File: config.mk
export PLATFORM = sky130hd
export DESIGN_NAME = reg_dest_scoreboard
export DESIGN_NICKNAME = d
export VERILOG_FILES = /design/src/rtl/reg_dest_scoreboard.sv
export SDC_FILE = /design/constraint.sdc
export NUM_CORES = 1
export LEC_CHECK = 0
export CAP_MARGIN = 5
export CORE_MARGIN = 10
export CORE_UTILIZATION = 52
export CTS_BUF_LIST = sky130_fd_sc_hd__clkbuf_2 sky130_fd_sc_hd__clkbuf_4 sky130_fd_sc_hd__clkbuf_8
export CTS_CLUSTER_DIAMETER = 30
export DETAILED_ROUTE_END_ITERATION = 12
export DONT_BUFFER_PORTS = 1
export MAX_ROUTING_LAYER = met4
export PLACE_DENSITY = 0.67
export SETUP_SLACK_MARGIN = 0.3
export SLEW_MARGIN = 20
export SYNTH_ARGS = -nofsm -noshare
export SYNTH_HDL_FRONTEND = slang
export SYNTH_SLANG_ARGS = --single-unit
File: constraint.sdc
create_clock -name clk -period 8.45 [get_ports clk]
set_clock_uncertainty 0.15 [all_clocks]
set_input_delay 2.1125 -clock clk [delete_from_list [all_inputs] [get_ports clk]]
set_output_delay 2.1125 -clock clk [all_outputs]
set_load 0.01 [all_outputs]
File: src/rtl/reg_dest_scoreboard.sv
// Destination-register scoreboard: per-register in-flight write counters, RAW stall for decode sources.
// Latency: reservation/release visible one cycle after issue/wb; SCOREBOARD_WB_BYPASS_EN makes wb releases same-cycle.
// Backpressure: issue_ready drops while issue_dest's counter is saturated; a dropped issue must be held upstream.
module reg_dest_scoreboard #(
    parameter int NUM_REGS = 32,
    parameter int ADDR_W   = 5,
    parameter int CNT_W    = 2
) (
    input  logic                clk,
    input  logic                rst_n,
    input  logic                issue_valid,
    input  logic [ADDR_W-1:0]   issue_dest,
    output logic                issue_ready,
    input  logic                wb_valid,
    input  logic [ADDR_W-1:0]   wb_dest,
    input  logic                flush,
    input  logic [ADDR_W-1:0]   src_a,
    input  logic [ADDR_W-1:0]   src_b,
    output logic                stall,
    output logic [NUM_REGS-1:0] busy_mask,
    output logic                underflow_err
);

    localparam logic [CNT_W-1:0] CNT_MAX = {CNT_W{1'b1}};
    localparam logic [CNT_W-1:0] CNT_ONE = CNT_W'(1);

    logic [NUM_REGS-1:0][CNT_W-1:0] count_q;
    logic [NUM_REGS-1:0][CNT_W-1:0] count_d;
    logic [NUM_REGS-1:0]            busy_d;
    logic                           issue_accept;
    logic                           wb_live;
    logic                           uf_set;
    logic                           src_a_pend;
    logic                           src_b_pend;

    // Register 0 is hardwired: writebacks to it neither release nor underflow.
    assign wb_live = wb_valid && (wb_dest != '0);

`ifdef SCOREBOARD_WB_BYPASS_EN
    logic wb_hits_issue;
    logic wb_rel_a;
    logic wb_rel_b;

    // A retiring last write is forwarded by the register file, so it no longer blocks this cycle.
    assign wb_hits_issue = wb_live && (wb_dest == issue_dest);
    assign wb_rel_a      = wb_live && (wb_dest == src_a) && (count_q[src_a] == CNT_ONE);
    assign wb_rel_b      = wb_live && (wb_dest == src_b) && (count_q[src_b] == CNT_ONE);

    assign issue_ready = (issue_dest == '0) || (count_q[issue_dest] != CNT_MAX) || wb_hits_issue;
    assign src_a_pend  = (src_a != '0) && (count_q[src_a] != '0) && !wb_rel_a;
    assign src_b_pend  = (src_b != '0) && (count_q[src_b] != '0) && !wb_rel_b;
`else
    assign issue_ready = (issue_dest == '0) || (count_q[issue_dest] != CNT_MAX);
    assign src_a_pend  = (src_a != '0) && (count_q[src_a] != '0);
    assign src_b_pend  = (src_b != '0) && (count_q[src_b] != '0);
`endif

    assign stall        = src_a_pend || src_b_pend;
    assign issue_accept = issue_valid && issue_ready && (issue_dest != '0);

    always_comb begin
        logic inc;
        logic dec;
        count_d = count_q;
        uf_set  = 1'b0;
        inc     = 1'b0;
        dec     = 1'b0;
        for (int r = 1; r < NUM_REGS; r++) begin
            inc = issue_accept && (issue_dest == ADDR_W'(r));
            dec = wb_live && (wb_dest == ADDR_W'(r));
            case ({inc, dec})
                2'b10: count_d[r] = count_q[r] + CNT_ONE;
                2'b01: begin
                    if (count_q[r] != '0) begin
                        count_d[r] = count_q[r] - CNT_ONE;
                    end else begin
                        uf_set = 1'b1;
                    end
                end
                default: count_d[r] = count_q[r];
            endcase
        end
        // Flush discards this cycle's issue and wb entirely, including any underflow they imply.
        if (flush) begin
            count_d = '0;
            uf_set  = 1'b0;
        end
    end

    always_comb begin
        busy_d = '0;
        for (int r = 0; r < NUM_REGS; r++) begin
            busy_d[r] = (count_d[r] != '0);
        end
    end

    always_ff @(posedge clk) begin
        if (!rst_n) begin
            count_q       <= '0;
            busy_mask     <= '0;
            underflow_err <= 1'b0;
        end else begin
            count_q   <= count_d;
            busy_mask <= busy_d;
            if (uf_set) begin
                underflow_err <= 1'b1;
            end
        end
    end

endmodule

==> qor.csv <==
metric;value;unit
Post-synth top cells;186 x nor2_1, 155 x ha_1, 106 x inv_1, 101 x a21oi_1, 97 x dfxtp_1;
net switching power;0.209;mW
Crit Path Max Fanout;32;
CTS Sinks;97;
n_diodes;0;
Synth Warn #;0;
sequential share of the synthesized area;0.257;
RSZ-0062 raised after global routing;no;
global-route wire length before repair;33.3;mm
Max-cap violations;0;
final hold viol count;0;
Synth Cell Area;7560;um2
CTS Hold Bufs;0;
Global Route Usage Sum;0.216;
most frequent cell after synthesis;nor2_1;
fin crit share;0.691;
row count;44;
Clk pin slew, worst setup/hold paths;0.10;ns
Clock power frac;0.429;
FFs w/ async S/R, synth;0;
Post-CTS Resized;0;
metal2 WL;9.02;mm
share of cells above drive strength 1;0.0295;
PD cells;116;nW/um2
synth top area cells;dfxtp_1 26%, ha_1 26%, nor2_1 9.2%;
Synth area leader;dfxtp_1;
Final Routed Wirelength;21.1;mm
final net count;1123;
worst vdd ir;115;uV
Sw Share;0.228;
Via density;5.90;
Top Layer Used;met4;
# H-tree levels;3;
Avg Inst Size Synth;7.85;um2
pin count of the biggest net entering global routing;94;
Yosys top cell area share;0.257;
leak pwr;2.90;nW
setup TNS;0;ns
Area growth syn-to-layout;4.76;%
Std-Cell Core Area;14400;um2
CTS tree;built;
IO Pins;60;
DR iter-0 viols;664;
syn_nets;1144;
outcome;completed;
Crit path top cell by count;a211oi_1;
initial antenna violation count;0;
GRT overflow;0;
initial core utilization;0.526;
Min-Delay Path Class;flip-flop to flip-flop;
Top FF cell, synth;dfxtp_1;
WL per Instance;18.6;um
Syn Inst Count;964;
CP cell instances;o311ai_0 > o21ai_0 > mux4_2 > a211oi_1 > a211oi_1;
via count;6674;
Crit path arrival time;3.57;ns
placer congestion estimate;0.995;
worst-margin pin slew;0.972;ns
Max transition margin;0.352;
die extent in y;141;um
Final setup violation count;0;
Worst Path Buf+Inv;0;
Tmin final;5.84;ns
crit-path max cell delay;0.59;ns
HPWL after DPL;16.6;mm
DRC viols;0;
Worst setup EP type;output pin;
Clock Path Buffers;2;
DR pass1 iterations;5;
CP max-delay cell;mux4_2;
Port Buffer Count;0;
met3 routed WL;2.18;mm
Post-synth EDFFs;0;
Die X;141;um
insertion delay to the later sink of the worst-skew pair;0.39;ns
cts bufs inserted;9;
WS Path Type;input port to output pin;
crit path launch type;input port;
Routed Antenna Nets;0;
post-synth cell types;44;
# Post-CTS Setup Buffers;0;
max-slew violations;0;
clock root cell;clkbuf_8;
Logic pwr share;0.072;
Worst EP required;6.19;ns
vias in the first global route;6171;
CP delay by family, top;compound AO/OA/AOI/OAI gates;
Max Fclk;171;MHz
WL met1;9.29;mm
total die area;19800;um2
hold_ws;0.337;ns
sequential share of power;0.499;
P_int;0.709;mW
register bit total from synthesis;97;
## logic make-up (layout without fill, tap and decap cells)
family                   Yosys count  in the layout  synth area share
flip-flops                        97             97             0.257
buffers and inverters            138            122            0.0710
multiplexers                       8              8            0.0222
AND/OR/NAND/NOR                  335            335             0.199
AO/OA/AOI/OAI                    231            231             0.194
adder cells (fa/ha/maj)          155            155             0.256
## worst register-to-register path: stages (launching register included)
cell      delay (ns)
dfxtp_1         0.37
inv_1           0.17
o31ai_1         0.10
mux4_2          0.51
nor4b_4         0.39
nand2_1         0.13
ha_1            0.27
a222oi_1        0.63
nand4_1         0.17
nor3_1          0.33
nor2_1          0.07
o21a_1          0.17
## registers in the layout, summed over array words and instances, names as in the netlist
signal,cells
busy_mask,32
count_q,64
underflow_err,1
## routing by layer
metal | track usage | vias up
met4 | 0.0783 | 0
met2 | 0.317 | 263
li1 | - | 3297
met5 | - | -
met1 | 0.271 | 3065
met3 | 0.0726 | 49
## final cells by class
type	count	area (um2)
clock buffer	10	131
multi-input combinational	729	5090
inverter	106	398
clock inverter	6	130
sequential	97	1940
tap	184	230
fill	1384	6440
## metrics by stage
stage / total power, mW / setup slack (ns) / cells / area (um2) / util
after floorplan: 0.527 / 2.67 / 964 / 7560 / -
after global placement: 0.532 / 2.65 / 1116 / 7660 / 0.533
after detailed placement: 0.533 / 2.62 / 1116 / 7660 / 0.533
after CTS: 0.925 / 2.61 / 1132 / 7930 / 0.552
after global routing: 0.949 / 2.50 / 1132 / 7930 / 0.552
final: 0.918 / 2.61 / 1132 / 7930 / 0.552
## placed cells by master (no fill, tap or decap), types with 3 or more instances in the layout
cell and n:
nor3_1 34, or2_2 3, o31ai_1 7, nor2b_1 7, ha_1 155, nand4b_1 3
nor2_1 186, o311ai_0 3, a211oi_1 6, a31oi_1 11, a21oi_1 101, nor3b_1 4
bufinv_16 4, dfxtp_1 97, a221oi_1 3, a22oi_1 70, clkbuf_8 9, o21ai_0 11
a2111oi_0 3, o32ai_1 4, and3_1 4, a311oi_1 3, nand4_1 5, and3b_1 3
nor4b_1 3, nand3_1 20, and2_1 3, nand2b_1 7, a22o_1 3, mux4_2 7
nand2_1 44, inv_1 106
## path summary, 6_finish.rpt
path	slack (ns)	depth (start not counted)	from	to
max	2.61	5	issue_dest[1]	issue_ready
min	0.34	1	count_q[1]$_SDFF_PN0_	count_q[1]$_SDFF_PN0_
max reg2reg	4.90	11	count_q[42]$_SDFF_PN0_	underflow_err$_SDFFE_PN0P_
min reg2reg	0.34	1	count_q[1]$_SDFF_PN0_	count_q[1]$_SDFF_PN0_
## power by group through the flow
| stage | sequential, mW | clock [mW] | combinational [mW] |
|---|---|---|---|
| floorplan | 0.469 | 0 | 0.0581 |
| global placement | 0.469 | 0 | 0.0634 |
| detailed placement | 0.469 | 0 | 0.0639 |
| CTS | 0.458 | 0.403 | 0.0643 |
| global route | 0.458 | 0.420 | 0.0712 |
| finish | 0.458 | 0.394 | 0.0656 |
No activity file was read; power rests on OpenSTA's default activity.
==> patch 1: new RTL, same flow settings <==
Build with the macro `SCOREBOARD_WB_BYPASS_EN` defined.
--- a/src/rtl/reg_dest_scoreboard.sv
+++ b/src/rtl/reg_dest_scoreboard.sv
@@ -3,2 +3,4 @@
 // Backpressure: issue_ready drops while issue_dest's counter is saturated; a dropped issue must be held upstream.
+`define SCOREBOARD_WB_BYPASS_EN
+
 module reg_dest_scoreboard #(
Check against the original RTL: not equivalent (Yosys sat finds a counterexample within 4 cycles, from zero or initial values and one cycle with rst_n low).
==> patch 1 against the original RTL <==
- wire length up 14%
- total power down 9.6%
- hold slack better by 62 ps
- setup slack worse by 30 ps
- area after synthesis up 10%
- largest power group unchanged
- cell area up 8.1%
- register-to-register slack worse by 350 ps
- largest cell class unchanged
- cell count up 5.3%
- sequential cell count unchanged
==> patch 1: results (changes against the original RTL) <==
status finished, final reports clean (unchanged); first-pass GRT wire length 37,700 um (was 33,300 um); fraction of layout instances using a drive strength above 1 0.0574 (was 0.0295); hold path depth 1 (unchanged); slew at the pin with the worst max-slew slack 1260 ps (was 972 ps); register area share after synthesis 0.233 (was 0.257); antenna violations before repair 0 (unchanged); Layout fillers 1,549 (was 1,384); fin nets 1,151 (was 1,123); routability cong. 1.05 (was 0.995); Main synth FF type dfxtp_1 (unchanged); vias in the first global route 6,647 (was 6,171); Root Driver clkbuf_8 (unchanged); total track usage 0.228 (was 0.216); via density per instance 5.94 (was 5.90); P_leak 0.00305 uW (was 0.00290 uW); Iteration-0 DRC Markers 725 (was 664); Reg clk slew, reported paths around 90 ps; Setup Fix Bufs, Post-CTS 0 (unchanged); Critical Path AT 3600 ps (was 3570 ps); Place WS 2560 ps (was 2620 ps); list of most frequent post-synthesis cells nor2_1 (194), ha_1 (155), dfxtp_1 (97) (was nor2_1 (186), ha_1 (155), inv_1 (106)); worst skew pair latency 390 ps (about the same); post-cts sizing count 0 (unchanged); Post-synth ARST share 0 (unchanged); PortBufs 0 (unchanged); First-pass DRT Iterations 5 (unchanged); top cells by area, synth dfxtp_1 (23%), ha_1 (23%), nor2_1 (8.8%), mux4_2 (8.1%), a22oi_1 (6.4%) (was dfxtp_1 (26%), ha_1 (26%), nor2_1 (9.2%), a22oi_1 (6.9%), a21oi_1 (6.7%)); Max FO, Critical Path 16 (was 32); htree depth 3 (unchanged); cts bufs inserted 9 (unchanged); Detailed Place HPWL 19,000 um (was 16,600 um); final wirelength 24,100 um (was 21,100 um); Synth warnings 0 (unchanged); Register-to-Register Path Depth 13 (was 11); Hold Crit Class flop to flop (unchanged); Unique masters post-synth 52 (was 44); maximum vdd drop 0.0799 mV (was 0.115 mV)
-- patch 1: where the power goes --
group          switching, uW  internal (uW)
sequential             0.672            457
clock                    169            127
combinational           46.3           29.4
total                    216            613
-- patch 1: final timing paths --
path | end | slack [ps] | startpoint
min | count_q[0] | 400 | count_q[0]
min reg2reg | count_q[0] | 400 | count_q[0]
max reg2reg | underflow_err | 4550 | count_q[16]
max | stall | 2580 | src_a[0]
-- patch 1: per-stage QoR --
stage	std cells	power, uW	hold slack [ps]	area, um^2	util
detailed placement	1176	542	390	8380	0.531
CTS	1192	839	403	8570	0.543
global route	1192	860	423	8570	0.543
finish	1192	829	399	8570	0.543
global placement	1176	543	382	8380	0.531
floorplan	997	544	331	8320	-
-- patch 1: routing by layer --
metal / track usage / vias up / wire, um
li1: - / 3394 / -
met1: 0.277 / 3324 / 10100
met2: 0.355 / 295 / 10900
met3: 0.0637 / 64 / 2370
met4: 0.0841 / 0 / 737
met5: - / - / 0
-- patch 1: cell type report --
class                      instances  area, um^2  area share
multi-input combinational        768        5810       0.678
clock buffer                      12         159      0.0185
inverter                          95         357      0.0416
tap                              216         270      0.0315
clock inverter                     4        27.5     0.00321
sequential                        97        1940       0.227
-- patch 1: critical path: stages --
cell and delay [ps]:
mux4_2 470, a221o_1 350, nand3_1 80, a21oi_1 50, o41ai_2 540
-- patch 1: cell families (layout without fill, tap and decap cells) --
kind of cell / count (synthesis) / after routing / share of synthesized area
AND/OR/NAND/NOR: 336 / 336 / 0.175
XOR/XNOR: 15 / 15 / 0.0158
buffers and inverters: 132 / 111 / 0.0690
adder cells (fa/ha/maj): 155 / 155 / 0.233
multiplexers: 52 / 52 / 0.110
AO/OA/AOI/OAI: 210 / 210 / 0.164
flip-flops: 97 / 97 / 0.233
==> patch 2: new RTL, same settings <==
Without the edit above. Reset style: asynchronous (`rst_n`), changed in one clocked block.
--- a/src/rtl/reg_dest_scoreboard.sv
+++ b/src/rtl/reg_dest_scoreboard.sv
@@ -96,3 +96,3 @@
 
-    always_ff @(posedge clk) begin
+    always_ff @(posedge clk or negedge rst_n) begin
         if (!rst_n) begin
Function: differs if rst_n is asserted again (counterexample within 4 cycles, from zero or initial values and one cycle with rst_n low); with rst_n held inactive, the same outputs for 4 cycles.
==> patch 2 against the original RTL <==
- total power shrank 3.0%
- cell area is 5.8% higher
- sequential share of layout area is 4.4 points higher
- critical path type unchanged
- sequential cell count stayed put
- critical endpoint unchanged
- synthesized cell count fell by 1.2%
- setup slack improved by 66 ps
- wire length up 5.3%
- area after synthesis is 6.5% higher
==> patch 2: results (changes against the original RTL) <==
Setup Fix Bufs, Post-CTS 0 (unchanged); CP endpoint issue_ready (unchanged); cts bufs inserted 9 (unchanged); Pint 680 uW (was 709 uW); Critical-path top delay cell a2111oi_0 (was mux4_2); First-pass DRT Iterations 5 (unchanged); Unique masters post-synth 53 (was 44); register area share after synthesis 0.301 (was 0.257); first-pass GRT wire length 35,100 um (was 33,300 um); Max FO, Critical Path 43 (was 32); via count 6,752 (was 6,674); Worst Hold End count_q[0] (was count_q[1]); Detailed Place HPWL 16,800 um (was 16,600 um); Mapped Nets 1,132 (was 1,144); total track usage 0.226 (was 0.216); maximum vdd drop 0.0694 mV (was 0.115 mV); worst r2r dst underflow_err (unchanged); P_leak 0.00341 uW (was 0.00290 uW); Seq pwr share 0.522 (was 0.499); final wirelength 22,200 um (was 21,100 um); PwrDens 106 mW/mm^2 (was 116 mW/mm^2); list of most frequent post-synthesis cells nor2_1 (189), ha_1 (155), inv_1 (107) (was nor2_1 (186), ha_1 (155), inv_1 (106)); Hold Crit Class flop to flop (unchanged); PortBufs 0 (unchanged); CP delay by family, top compound AO/OA/AOI/OAI gates (unchanged); crit path from issue_dest[1] (unchanged); fin nets 1,108 (was 1,123); crit-path max cell delay 740 ps (was 590 ps); combinational gate power 55.1 uW (was 65.6 uW); Register-to-Register Path Depth 11 (unchanged); Root Driver clkbuf_8 (unchanged); Post-synth ARST share 1.00 (was 0); routability cong. 0.969 (was 0.995); largest registers count_q (64), busy_mask (32), underflow_err (1) (unchanged); antenna violations before repair 0 (unchanged); htree depth 3 (unchanged); Main synth FF type dfrtp_1 (was dfxtp_1); slew at the pin with the worst max-slew slack 1130 ps (was 972 ps); Place WS 2730 ps (was 2620 ps); Worst Hold Launch count_q[0] (was count_q[1]); vias in the first global route 6,370 (was 6,171); Max Cap Viol 0 (unchanged); status finished, final reports clean (unchanged); Reg2Reg Launch Point count_q[45] (was count_q[42]); r2r setup slk 4630 ps (was 4900 ps); Die X 145 um (was 141 um); top cells by area, synth dfrtp_1 (30%), ha_1 (24%), nor2_1 (8.8%), a22oi_1 (6.3%), a21oi_1 (6.2%) (was dfxtp_1 (26%), ha_1 (26%), nor2_1 (9.2%), a22oi_1 (6.9%), a21oi_1 (6.7%)); largest net degree at the start of global routing 98 (was 94); Synth warnings 0 (unchanged); Hold Slack 390 ps (was 337 ps); n_diodes 0 (unchanged); Iteration-0 DRC Markers 634 (was 664); Fmax 173 MHz (was 171 MHz); fraction of layout instances using a drive strength above 1 0.0364 (was 0.0295); Critical Path AT 3510 ps (was 3570 ps); worst skew pair latency 400 ps
patch 2: cell count changes after synthesis, moves of 5 or more:
| cell | unedited run | this run |
|---|---|---|
| nor4_1 | 2 | 13 |
| dfrtp_1 | 0 | 97 |
| a31oi_1 | 11 | 6 |
| nor3_1 | 34 | 25 |
| nand2_1 | 44 | 24 |
| dfxtp_1 | 97 | 0 |
patch 2: metrics by stage:
stage | std cells | cell area (um^2)
finish | 1121 | 8390
global route | 1121 | 8390
CTS | 1121 | 8390
detailed placement | 1105 | 8140
global placement | 1105 | 8140
floorplan | 952 | 8060
patch 2: metal layers:
| layer | routed length [um] | vias up | global-route usage | part of all wire |
|---|---|---|---|---|
| li1 | - | 3244 | - | - |
| met1 | 9540 | 3189 | 0.286 | 0.43 |
| met2 | 9770 | 276 | 0.335 | 0.44 |
| met3 | 2300 | 43 | 0.0682 | 0.10 |
| met4 | 597 | 0 | 0.0798 | 0.027 |
| met5 | 0 | - | - | 0 |
patch 2: final cells by class:
| cell class | count | area [um^2] |
|---|---|---|
| well taps | 188 | 235 |
| multi-input cells | 713 | 5080 |
| flip-flops and latches | 97 | 2430 |
| inverters | 107 | 402 |
| clock buffers | 9 | 124 |
| clock inverters | 7 | 119 |
| fillers | 1402 | 6820 |
patch 2: worst reg2reg max path: stages (launching register included):
cell	delay (ps)
dfrtp_1	510
nand3_1	160
o31ai_1	80
mux4_2	550
nor4_1	620
inv_1	100
ha_1	240
a22o_1	250
a221oi_1	400
nand4_1	180
nor3_1	340
o21bai_1	110
patch 2: cells by family after synthesis:
family | count (synthesis) | share of synthesized area
buf+inv | 142 | 0.0688
simple gates | 318 | 0.179
mux | 12 | 0.0304
compound gates | 228 | 0.181
flops | 97 | 0.301
fa+ha+maj | 155 | 0.241
